===== src/rtl/display_scan6.sv =====
// display_scan6: time-multiplexed driver for six 7-segment digits.
// One shared segment bus, six active-low digit enables, a blanking gap at
// the start of every slot, per-digit blinking and a global display enable.
module display_scan6 #(
    parameter int CLK_HZ       = 50_000_000,
    parameter int SCAN_HZ      = 1_000,
    parameter int BLANK_CYCLES = 64,
    parameter int BLINK_HZ     = 2,
    parameter int SEG_ACT_LOW  = 1
) (
    input  logic       clock,
    input  logic       reset,
    input  logic [6:0] s_lsd,
    input  logic [6:0] s_msd,
    input  logic [6:0] m_lsd,
    input  logic [6:0] m_msd,
    input  logic [6:0] h_lsd,
    input  logic [6:0] h_msd,
    input  logic       display_en,
    input  logic [5:0] blink_mask,
    output logic [6:0] seg,
    output logic [5:0] dig_n,
    output logic [2:0] digit_idx,
    output logic       slot_start
);

    localparam int DIV  = CLK_HZ / SCAN_HZ;
    localparam int HALF = CLK_HZ / (2 * BLINK_HZ);
    localparam int CW   = (DIV > 1) ? $clog2(DIV) : 1;
    localparam int BW   = (HALF > 1) ? $clog2(HALF) : 1;

    localparam logic [6:0]    SEG_BLANK  = (SEG_ACT_LOW != 0) ? 7'h7F : 7'h00;
    localparam logic [5:0]    DIG_OFF    = 6'h3F;
    localparam logic [CW-1:0] CNT_LAST   = CW'(DIV - 1);
    localparam logic [CW-1:0] BLANK_LAST = CW'(BLANK_CYCLES - 1);
    localparam logic [BW-1:0] HALF_LAST  = BW'(HALF - 1);

    // Refuse to elaborate with a slot too short for its blanking gap or a
    // blink rate the clock cannot resolve.
    if (DIV <= BLANK_CYCLES + 1) begin : g_bad_div
        $error("display_scan6: CLK_HZ/SCAN_HZ must exceed BLANK_CYCLES+1");
    end
    if (CLK_HZ < 2 * BLINK_HZ) begin : g_bad_blink
        $error("display_scan6: CLK_HZ must be at least 2*BLINK_HZ");
    end
    if (BLANK_CYCLES < 1) begin : g_bad_blank
        $error("display_scan6: BLANK_CYCLES must be at least 1");
    end

    typedef enum logic [0:0] {
        ST_BLANK = 1'b0,
        ST_SHOW  = 1'b1
    } state_t;

    state_t        r_state;
    logic [CW-1:0] r_cnt;
    logic [2:0]    r_digit_idx;
    logic [6:0]    r_hold;
    logic [6:0]    r_seg;
    logic [5:0]    r_dig_n;
    logic          r_slot_start;
    logic [BW-1:0] r_blink_cnt;
    logic          r_blink_on;

    logic [6:0]    w_sel_code;
    logic [5:0]    w_sel_dig_n;
    logic          w_sel_mask;
    logic          w_visible;

    // Decode the current scan index into its input code, digit enable and blink bit.
    always_comb begin
        w_sel_code  = SEG_BLANK;
        w_sel_dig_n = DIG_OFF;
        w_sel_mask  = 1'b0;
        case (r_digit_idx)
            3'd0: begin w_sel_code = s_lsd; w_sel_dig_n = 6'b111110; w_sel_mask = blink_mask[0]; end
            3'd1: begin w_sel_code = s_msd; w_sel_dig_n = 6'b111101; w_sel_mask = blink_mask[1]; end
            3'd2: begin w_sel_code = m_lsd; w_sel_dig_n = 6'b111011; w_sel_mask = blink_mask[2]; end
            3'd3: begin w_sel_code = m_msd; w_sel_dig_n = 6'b110111; w_sel_mask = blink_mask[3]; end
            3'd4: begin w_sel_code = h_lsd; w_sel_dig_n = 6'b101111; w_sel_mask = blink_mask[4]; end
            3'd5: begin w_sel_code = h_msd; w_sel_dig_n = 6'b011111; w_sel_mask = blink_mask[5]; end
            default: begin
                w_sel_code  = SEG_BLANK;
                w_sel_dig_n = DIG_OFF;
                w_sel_mask  = 1'b0;
            end
        endcase
        // A masked digit goes dark while the blink phase is off.
        w_visible = display_en & ~(w_sel_mask & ~r_blink_on);
    end

    // Scan FSM: slot counter, digit index, code capture and registered pin outputs.
    always_ff @(posedge clock or posedge reset) begin
        if (reset) begin
            r_state      <= ST_BLANK;
            r_cnt        <= {CW{1'b0}};
            r_digit_idx  <= 3'd0;
            r_hold       <= SEG_BLANK;
            r_seg        <= SEG_BLANK;
            r_dig_n      <= DIG_OFF;
            r_slot_start <= 1'b0;
        end else begin
            if (r_cnt == CNT_LAST) begin
                r_cnt       <= {CW{1'b0}};
                r_state     <= ST_BLANK;
                r_digit_idx <= (r_digit_idx == 3'd5) ? 3'd0 : r_digit_idx + 3'd1;
            end else begin
                r_cnt       <= r_cnt + CW'(1);
                r_digit_idx <= r_digit_idx;
                if ((r_state == ST_BLANK) && (r_cnt == BLANK_LAST)) begin
                    r_state <= ST_SHOW;
                end else begin
                    r_state <= r_state;
                end
            end

            // The code is frozen for the whole slot so mid-slot edits cannot tear the digit.
            if (r_cnt == {CW{1'b0}}) begin
                r_hold <= w_sel_code;
            end else begin
                r_hold <= r_hold;
            end

            r_slot_start <= (r_cnt == {CW{1'b0}});

            case (r_state)
                ST_BLANK: begin
                    r_seg   <= SEG_BLANK;
                    r_dig_n <= DIG_OFF;
                end
                ST_SHOW: begin
                    if (w_visible) begin
                        r_seg   <= r_hold;
                        r_dig_n <= w_sel_dig_n;
                    end else begin
                        r_seg   <= SEG_BLANK;
                        r_dig_n <= DIG_OFF;
                    end
                end
                default: begin
                    r_seg   <= SEG_BLANK;
                    r_dig_n <= DIG_OFF;
                end
            endcase
        end
    end

    // Free-running blink timer; blink_on flips every half-period and starts visible.
    always_ff @(posedge clock or posedge reset) begin
        if (reset) begin
            r_blink_cnt <= {BW{1'b0}};
            r_blink_on  <= 1'b1;
        end else if (r_blink_cnt == HALF_LAST) begin
            r_blink_cnt <= {BW{1'b0}};
            r_blink_on  <= ~r_blink_on;
        end else begin
            r_blink_cnt <= r_blink_cnt + BW'(1);
            r_blink_on  <= r_blink_on;
        end
    end

    assign seg        = r_seg;
    assign dig_n      = r_dig_n;
    assign digit_idx  = r_digit_idx;
    assign slot_start = r_slot_start;

endmodule


===== config.mk =====
export PLATFORM = sky130hd
export DESIGN_NAME = display_scan6
export DESIGN_NICKNAME = d
export VERILOG_FILES = /design/src/rtl/display_scan6.sv
export SDC_FILE = /design/constraint.sdc
export NUM_CORES = 1
export LEC_CHECK = 0
export CAP_MARGIN = 20
export CORE_MARGIN = 2
export CORE_UTILIZATION = 52
export CTS_CLUSTER_SIZE = 16
export DETAILED_ROUTE_END_ITERATION = 6
export HOLD_SLACK_MARGIN = 0.06
export PLACE_DENSITY = 0.8
export RECOVER_POWER = 25
export SLEW_MARGIN = 20
export SYNTH_ARGS = -nofsm -noshare
export SYNTH_HDL_FRONTEND = slang
export SYNTH_SLANG_ARGS = --single-unit

===== constraint.sdc =====
create_clock -name clock -period 2.6 [get_ports clock]
set_input_delay 0.39 -clock clock [delete_from_list [all_inputs] [get_ports clock]]
set_output_delay 0.39 -clock clock [all_outputs]
set_load 0.02 [all_outputs]

## After elaboration in Yosys (flattened, before gate mapping)

Cells that the tools add are included.

- Register bits after elaboration: 66
- Latch bits: 0
- RAM bits: 0
- ROM bits: 0
- Memories kept: 0

- Add/sub/neg operators: 3
- Multiply operators: 0
- Div/mod/pow operators: 0
- Magnitude comparators: 0
- Eq/ne operators: 8
- Shifts and indexed selects: 0
- Mux-type cells: 12
- Bitwise logic cells: 5
- Reduce and logical (&&, ||, !) cells: 4

Operator list:

| operator | number |
|---|---|
| $pmux W7 S6 | 1 |
| $pmux W6 S6 | 1 |
| $add A24 B1 Y24 const B | 1 |
| $eq A24 B24 Y1 const B | 1 |
| $mux W24 | 1 |
| $add A16 B1 Y16 const B | 1 |
| $eq A16 B16 Y1 const B | 1 |
| $eq A16 B6 Y1 const B | 1 |
| $logic_not A16 Y1 | 1 |
| $mux W16 | 1 |
| $pmux W7 S2 | 1 |
| $pmux W6 S2 | 1 |
| $mux W7 | 1 |
| $eq A3 B2 Y1 const B | 2 |
| $eq A3 B3 Y1 const B | 2 |
| $mux W6 | 1 |
| $pmux W1 S6 | 1 |
| $add A3 B1 Y3 const B | 1 |
| $eq A3 B1 Y1 const B | 1 |
| $logic_not A3 Y1 | 1 |
| $mux W3 | 1 |
| $not A1 Y1 | 3 |
| $and A1 B1 Y1 | 2 |
| $mux W1 | 2 |
| 2 further kinds | 2 |

## Depth between registers and ports, before layout

- Depth in word-level cells: 7
- Mapped depth: 10

## Least setup slack after synthesis

Ideal clock, no wire load.

- Path kind: register -> register
- From: register r_digit_idx[1], in the netlist digit_idx[1]
- To: register r_dig_n[2], in the netlist dig_n[2]
- Arrival time: 2.277 ns
- Path slack: 0.223 ns
- Cell stages (with the launch flop): 11
- Cell sequence: dfrtp_1 clkbuf_1 clkbuf_8 buf_4 and2_1 ha_1 buf_2 a222oi_1 a221o_1 buf_2 nand3_1

- Word-level cells in the longest chain between the ends: 7
- Elaborated cells between the ends (all ways): 13
- Those cells by class: 5 x eq/ne; 4 x mux; 3 x bitwise; 1 x reduce/logical

RTL lines:

| item | line | source |
|---|---|---|
| start, declared | 57 | `logic [2:0] r_digit_idx;` |
| start signal, assigned | 106 | `r_digit_idx <= (r_digit_idx == 3'd5) ? 3'd0 : r_digit_idx + 3'd1;` |
| start signal, assigned | 109 | `r_digit_idx <= r_digit_idx;` |
| $eq A3 B3 Y1, or another cell as far along | 75 | `case (r_digit_idx)` |
| $pmux W1 S6 | 75 |  |
| $and A1 B1 Y1 | 89 | `w_visible = display_en & ~(w_sel_mask & ~r_blink_on);` |
| $not A1 Y1 | 89 |  |
| $and A1 B1 Y1 | 89 |  |
| $mux W6 (*) | 132 | `if (w_visible) begin` |
| $pmux W6 S2 (*) | 126 | `case (r_state)` |
| end signal, assigned | 134 | `r_dig_n <= w_sel_dig_n;` |
| end, declared | 60 | `logic [5:0] r_dig_n;` |

Mark *: on every way between the ends. The rest lies on a longest branch, timed or not.
A chain may end at the register's enable or synchronous reset.

## Final worst setup path

- From: register r_digit_idx[2], in the netlist digit_idx[2]
- To: register r_dig_n[1], in the netlist dig_n[1]

Same word-level chain as after synthesis.

==> reports/metrics.csv <==
stage,metric,value,unit
run_status,outcome,finished clean,
floorplanning,die area,0.00759,sq mm
route,DR vias/cell,5.99,
power,P per Cell Area,470,mW/mm^2
final_layout,# diodes,0,
cts,cts hold-fix bufs,0,
hold_path,worst hold-check path type,flip-flop to flip-flop,
synth,async set or reset register ratio after synthesis,100,%
sta,actual slew at the worst max-slew pin,1.03,ns
floorplanning,Ports,68,
route,first-iteration detailed-routing DRC count,217,
sta,setup TNS,0,ns
floorplanning,num rows,30,
floorplanning,die height,87.1,um
route,drt pass-1 iters,5,
synth,"Distinct cells, synth",54,
grt,GRT Util Overall,24.6,%
placed_design,Port Buffers,67,
sta,RSZ-0062 raised after global routing,no,
grt,first-pass GRT wire length,14400,um
power,total power draw,2.12,mW
synth,Synth Net Count,404,
grt,GRT overflow,0,
setup_path,critical path endpoint category,flip-flop,
power,Worst VDD drop,0.326,mV
cts,CTS root buffer,clkbuf_8,
route,Routed Antenna Nets,0,
synth,top cell type's share of synthesized area,31.3,%
synth,ys flop type,dfrtp_1,
route,vias post-DR,2981,
hold_path,hold depth,1,
synth,"area leader, netlist",dfrtp_1,
route,routed wire length,8580,um
sta,Max-slew headroom,31.2,%
flow_run,max-cap violations,0,
sta,period utilization,84.8,%
cts,TritonCTS buffer count,9,
cts,Post-CTS Setup Bufs,0,
cts,CTS sink cnt,66,
placed_design,Final HPWL DP,6280,um
sta,Setup Viol. Count Final,0,
setup_path,R2R depth,5,
final_layout,nets,469,
synth,Syn Inst Count,348,
route,DRC,0,
setup_path,Crit Path Category,flip-flop to flip-flop,
synth,Synth area leaders,"dfrtp_1 (31%), dfstp_2 (15%), xor2_1 (4.6%)",
final_layout,fillers,529,
cts,CTS tree,built,
setup_path,CP max FO,15,
power,Lkg Pwr,1.86,nW
placed_design,placer congestion estimate,0.826,
cts,clk slew on worst S/H paths,0.07,ns
synth,Ys Warns,0,
route,WL/cell,17.2,um
floorplanning,Core Footprint,0.00676,sq mm
sta,final hold violations,0,
synth,post-synthesis sequential area ratio,46.7,%
synth,"FF+latch count, synth",66,
grt,initial antenna violation count,0,
setup_path,CP arrival,2.45,ns
sta,Max Slew Vio Count,0,
sta,f_max,454,MHz
synth,syn_area_per_cell,10.3,sq um
final_layout,area grow syn2layout,25.3,%
sta,Final Critical Period,2.20,ns
cts,CTS max path bufs,2,
synth,number of enable flip-flop cells after synthesis,0,
sta,clk_skew,0.00995,ns
floorplanning,Die W,87.1,um
floorplanning,Initial Util,53.2,%
cts,depth of the CTS H-tree,3,
grt,pin count of the biggest net entering global routing,32,
cts,worst skew pair latency,0.35,ns
synth,cell area after synthesis,0.00359,sq mm
setup_path,Required @ worst endpoint,2.85,ns
grt,vias in the first global route,3051,
cts,CTS resizes,0,
setup_path,startpoint types,flip-flop,
final_layout,layout cells sized above 1,14.6,%
-- final timing paths --
path | startpoint | end | slack [ns]
max | digit_idx[2] | dig_n[1] | 0.40
min | r_cnt[0] | r_cnt[0] | 0.48
max reg2reg | digit_idx[2] | dig_n[1] | 0.40
min reg2reg | r_cnt[0] | r_cnt[0] | 0.48
max in group asynchronous | reset | r_blink_cnt[18] | 0.61
min in group asynchronous | reset | r_blink_cnt[2] | 0.72
-- cells by family (layout without fill, tap and decap cells) --
logic type	after synthesis	in the layout	share of synthesized area, %
AOI/OAI and AO/OA	52	52	9.68
adders and majority gates	5	5	1.74
buffers and inverters	26	96	4.14
xor gates and xnor gates	28	28	6.83
DFF	66	66	46.7
muxes	19	19	6.44
and+or+nand+nor	152	152	24.5
-- synthesized netlist by cell type (2+ instances only) --
cell type and number:
o311ai_0 3, dfstp_2 21, buf_4 2, o21ai_0 16, inv_1 7, and3_1 10, buf_2 7, mux2_4 7
nor3_1 4, nand3b_1 4, buf_6 2, nand4b_1 2, nand4_1 12, o31ai_1 2, and3b_1 5, a22oi_1 4
nor3b_1 4, ha_1 5, a21oi_1 10, and4_1 7, dfrtp_1 45, nand3_1 24, or2_2 3, nor4b_1 2
mux2_2 5, nor2_1 31, o2111ai_1 3, xnor2_1 9, or4_1 3, a221oi_1 4, and2_1 7, clkbuf_1 6
nand2_1 19, mux2i_1 7, or3_1 2, clkbuf_8 2, nor2b_1 7, xor2_1 19
-- registers in the layout, summed over array words and instances, names as in the netlist --
register	count
dig_n	6
r_cnt	16
r_hold	7
slot_start	1
r_blink_cnt	24
r_blink_on	1
r_state	1
seg	7
digit_idx	3
-- cells in the final DEF, fill, tap and decap left out, drive strengths merged, types with 5 or more instances in the layout --
| cell | netlist | routed |
|---|---|---|
| a21oi | 10 | 10 |
| and2 | 7 | 7 |
| and3 | 10 | 10 |
| and3b | 5 | 5 |
| and4 | 7 | 7 |
| buf | 11 | 5 |
| clkbuf | 8 | 10 |
| clkdlybuf4s50 | 0 | 66 |
| dfrtp | 45 | 45 |
| dfstp | 21 | 21 |
| ha | 5 | 5 |
| inv | 7 | 7 |
| mux2 | 12 | 12 |
| mux2i | 7 | 7 |
| nand2 | 19 | 19 |
| nand3 | 24 | 24 |
| nand4 | 12 | 12 |
| nor2 | 31 | 31 |
| nor2b | 7 | 7 |
| o21ai | 16 | 16 |
| xnor2 | 9 | 9 |
| xor2 | 19 | 19 |
-- through the flow --
step | cell area, sq um | cells | worst slack, ns | hold WS, ns | utilization, %
after CTS | 4520 | 498 | 0.410 | 0.432 | 66.8
after global routing | 4500 | 498 | 0.193 | 0.514 | 66.6
after global placement | 4300 | 482 | 0.505 | 0.468 | 63.6
final | 4500 | 498 | 0.396 | 0.480 | 66.6
after detailed placement | 4300 | 482 | 0.427 | 0.473 | 63.6
after floorplan | 3590 | 348 | 0.223 | 0.444 | -
-- metal layers --
layer  GRT usage, %  vias to the layer above  wire length, um
li1               -                     1396                -
met2           41.1                       93             4260
met5              0                        -                0
met3           4.45                       16              314
met1           31.1                     1476             3810
met4           11.6                        0              195
-- layout make-up --
type                            instances  area (sq um)  share of cell area, %
Clock buffer                            9           124                   2.75
Clock inverter                          7          93.8                   2.09
Inverter                                7          26.3                  0.584
Multi-Input combinational cell        256          1770                   39.2
Sequential cell                        66          1680                   37.3
Tap cell                               80           100                   2.22
Timing Repair Buffer                   73           713                   15.8
-- critical path: stages (launching register included) --
cell and delay [ns]:
dfrtp_1 0.61, inv_1 0.14, ha_1 0.34, a222oi_1 0.37, a221o_1 0.49, nand3_1 0.15
-- power by group --
| group | switching (mW) | total, mW | internal, mW | leakage, nW |
|---|---|---|---|---|
| clock network | 0.414 | 0.951 | 0.537 | 0.105 |
| logic | 0.0414 | 0.124 | 0.0828 | 0.933 |
| registers | 0.00383 | 1.04 | 1.04 | 0.821 |
| total | 0.459 | 2.12 | 1.66 | 1.86 |
(Power assumes the default switching activity.)
==> RTL edit (same flow settings) <==
`CLK_HZ`: 50_000_000 -> 25_000_000.
--- a/src/rtl/display_scan6.sv
+++ b/src/rtl/display_scan6.sv
@@ -4,3 +4,3 @@
 module display_scan6 #(
-    parameter int CLK_HZ       = 50_000_000,
+    parameter int CLK_HZ       = 25_000_000,
     parameter int SCAN_HZ      = 1_000,
Check against the original RTL: no difference found for any inputs over 10 cycles, from zero or initial values and one cycle with reset high; that may be too few to reach the edited logic, so the function may still have changed.
==> RTL edit against the original RTL <==
  * Power fell by 10%
  * Final area down 7.4%
  * Synthesized area is 10% lower
  * Largest cell class is now registers
  * Sequential cell count is 2 lower
  * Routed wire length decreased by 15%
  * Setup slack better by 0.0099 ns
  * Final cell count down 5.8%
  * Utilization grew 3.4 points
  * Count of clock-buffer cells in the layout rose by 4
==> RTL edit: results <==
[global_routing]
grt_pass1_wl_um = 12300
grtUsageTotal_pct = 24.2
grt_max_degree = 41

[sta]
tightest_slew_ns = 0.983
timing.clock.skew_ns = 0.00761

[setup_path]
slowest_delay_ns = 0.56
cp_slowest_cell = or4_4
cp_top_family = simple AND/OR/NAND/NOR gates
crit_fanout = 15

[placement]
post-dp-hpwl_um = 5480
pre_cts_slack_ns = 0.392
place.gp.congestion = 0.853

[yosys]
seq_area_frac_synth_pct = 50.4
yosysUniqueCellTypes = 51
synth_fp_nets = 374
synth_area_leaders = dfrtp_1 (33%), dfstp_2 (17%), xor2_1 (6.0%), nor2_1 (4.8%), nand3_1 (3.6%)
synth_common_cells = dfrtp_1 (43), nor2_1 (41), nand2_1 (25)

[drt]
drt_iter0_markers = 176
dr.pass1.iters = 4
route.detailed.wl_per_inst_um = 15.6
vias = 2613

[power]
vdd_drop_max_v = 0.000445
p_leak_nw = 1.77

[finish]
drive_gt1_share_pct = 15.0
fin_nets = 445
top_regs = r_blink_cnt (23), r_cnt (15)
fillCellCount = 463

[cts]
clk_pin_slew_ns = 0.06
htreeDepth = 3
root_buffer = clkbuf_8

[run_status]
outcome = complete, no violations
RTL edit: per-layer routing:
layer  up-vias  track usage, %  part of all wire [%]
li1       1258               -                     -
met1      1275            30.4                    42
met2        70            41.0                    51
met3        10            6.39                   5.4
met4         0            7.70                   1.4
met5         -               0                     0
RTL edit: kinds of logic (layout without fill, tap and decap cells):
family / count (synthesis) / in the layout / synth area share (%)
simple gates: 147 / 147 / 23.7
flops: 64 / 64 / 50.4
compound gates: 39 / 39 / 8.45
xor+xnor: 32 / 32 / 8.69
buf+inv: 21 / 97 / 3.06
mux: 10 / 10 / 3.68
fa+ha+maj: 5 / 5 / 1.94
RTL edit: final cells by class:
type                    count  area [um^2]  area share, %
flip-flops and latches     64         1630           39.1
repair buffers             74          736           17.7
clock buffers              13          169           4.05
inverters                   7         26.3          0.630
multi-input cells         233         1500           36.0
well taps                  75         93.8           2.25
clock inverters             3         15.0          0.360
RTL edit: where the power goes:
part           internal [mW]  switching [mW]  leakage, nW
clock                  0.419           0.346       0.0992
combinational         0.0813          0.0416        0.882
sequential              1.01         0.00274        0.793
total                   1.51           0.390         1.77
RTL edit: final timing paths:
check | startpoint | endpoint | slack, ns | cells past startpoint
setup / recovery | r_cnt[9]$_DFF_PP0_ | r_hold[6]$_DFFE_PP1P_ | 0.41 | 5
max in group asynchronous | reset | r_hold[4]$_DFFE_PP1P_ | 1.08 | 3
hold reg to reg | r_blink_cnt[0]$_DFF_PP0_ | r_blink_cnt[0]$_DFF_PP0_ | 0.48 | 1
setup reg to reg | r_cnt[9]$_DFF_PP0_ | r_hold[6]$_DFFE_PP1P_ | 0.41 | 5
min in group asynchronous | reset | r_blink_cnt[13]$_DFF_PP0_ | 0.73 | 2
hold / removal | r_blink_cnt[0]$_DFF_PP0_ | r_blink_cnt[0]$_DFF_PP0_ | 0.48 | 1
RTL edit: worst reg2reg max path, cell delays in order (launching register included):
cell	delay [ns]
dfrtp_1	0.42
or4_4	0.56
nor3_2	0.19
and3_1	0.55
o2111ai_1	0.25
o21a_1	0.16
RTL edit: stage by stage:
stage | instance area [um^2] | hold WS [ns] | cells
after global placement | 3980 | 0.468 | 453
final | 4170 | 0.479 | 469
after CTS | 4170 | 0.431 | 469
after detailed placement | 3980 | 0.473 | 453
after global routing | 4170 | 0.522 | 469
after floorplan | 3230 | 0.441 | 318
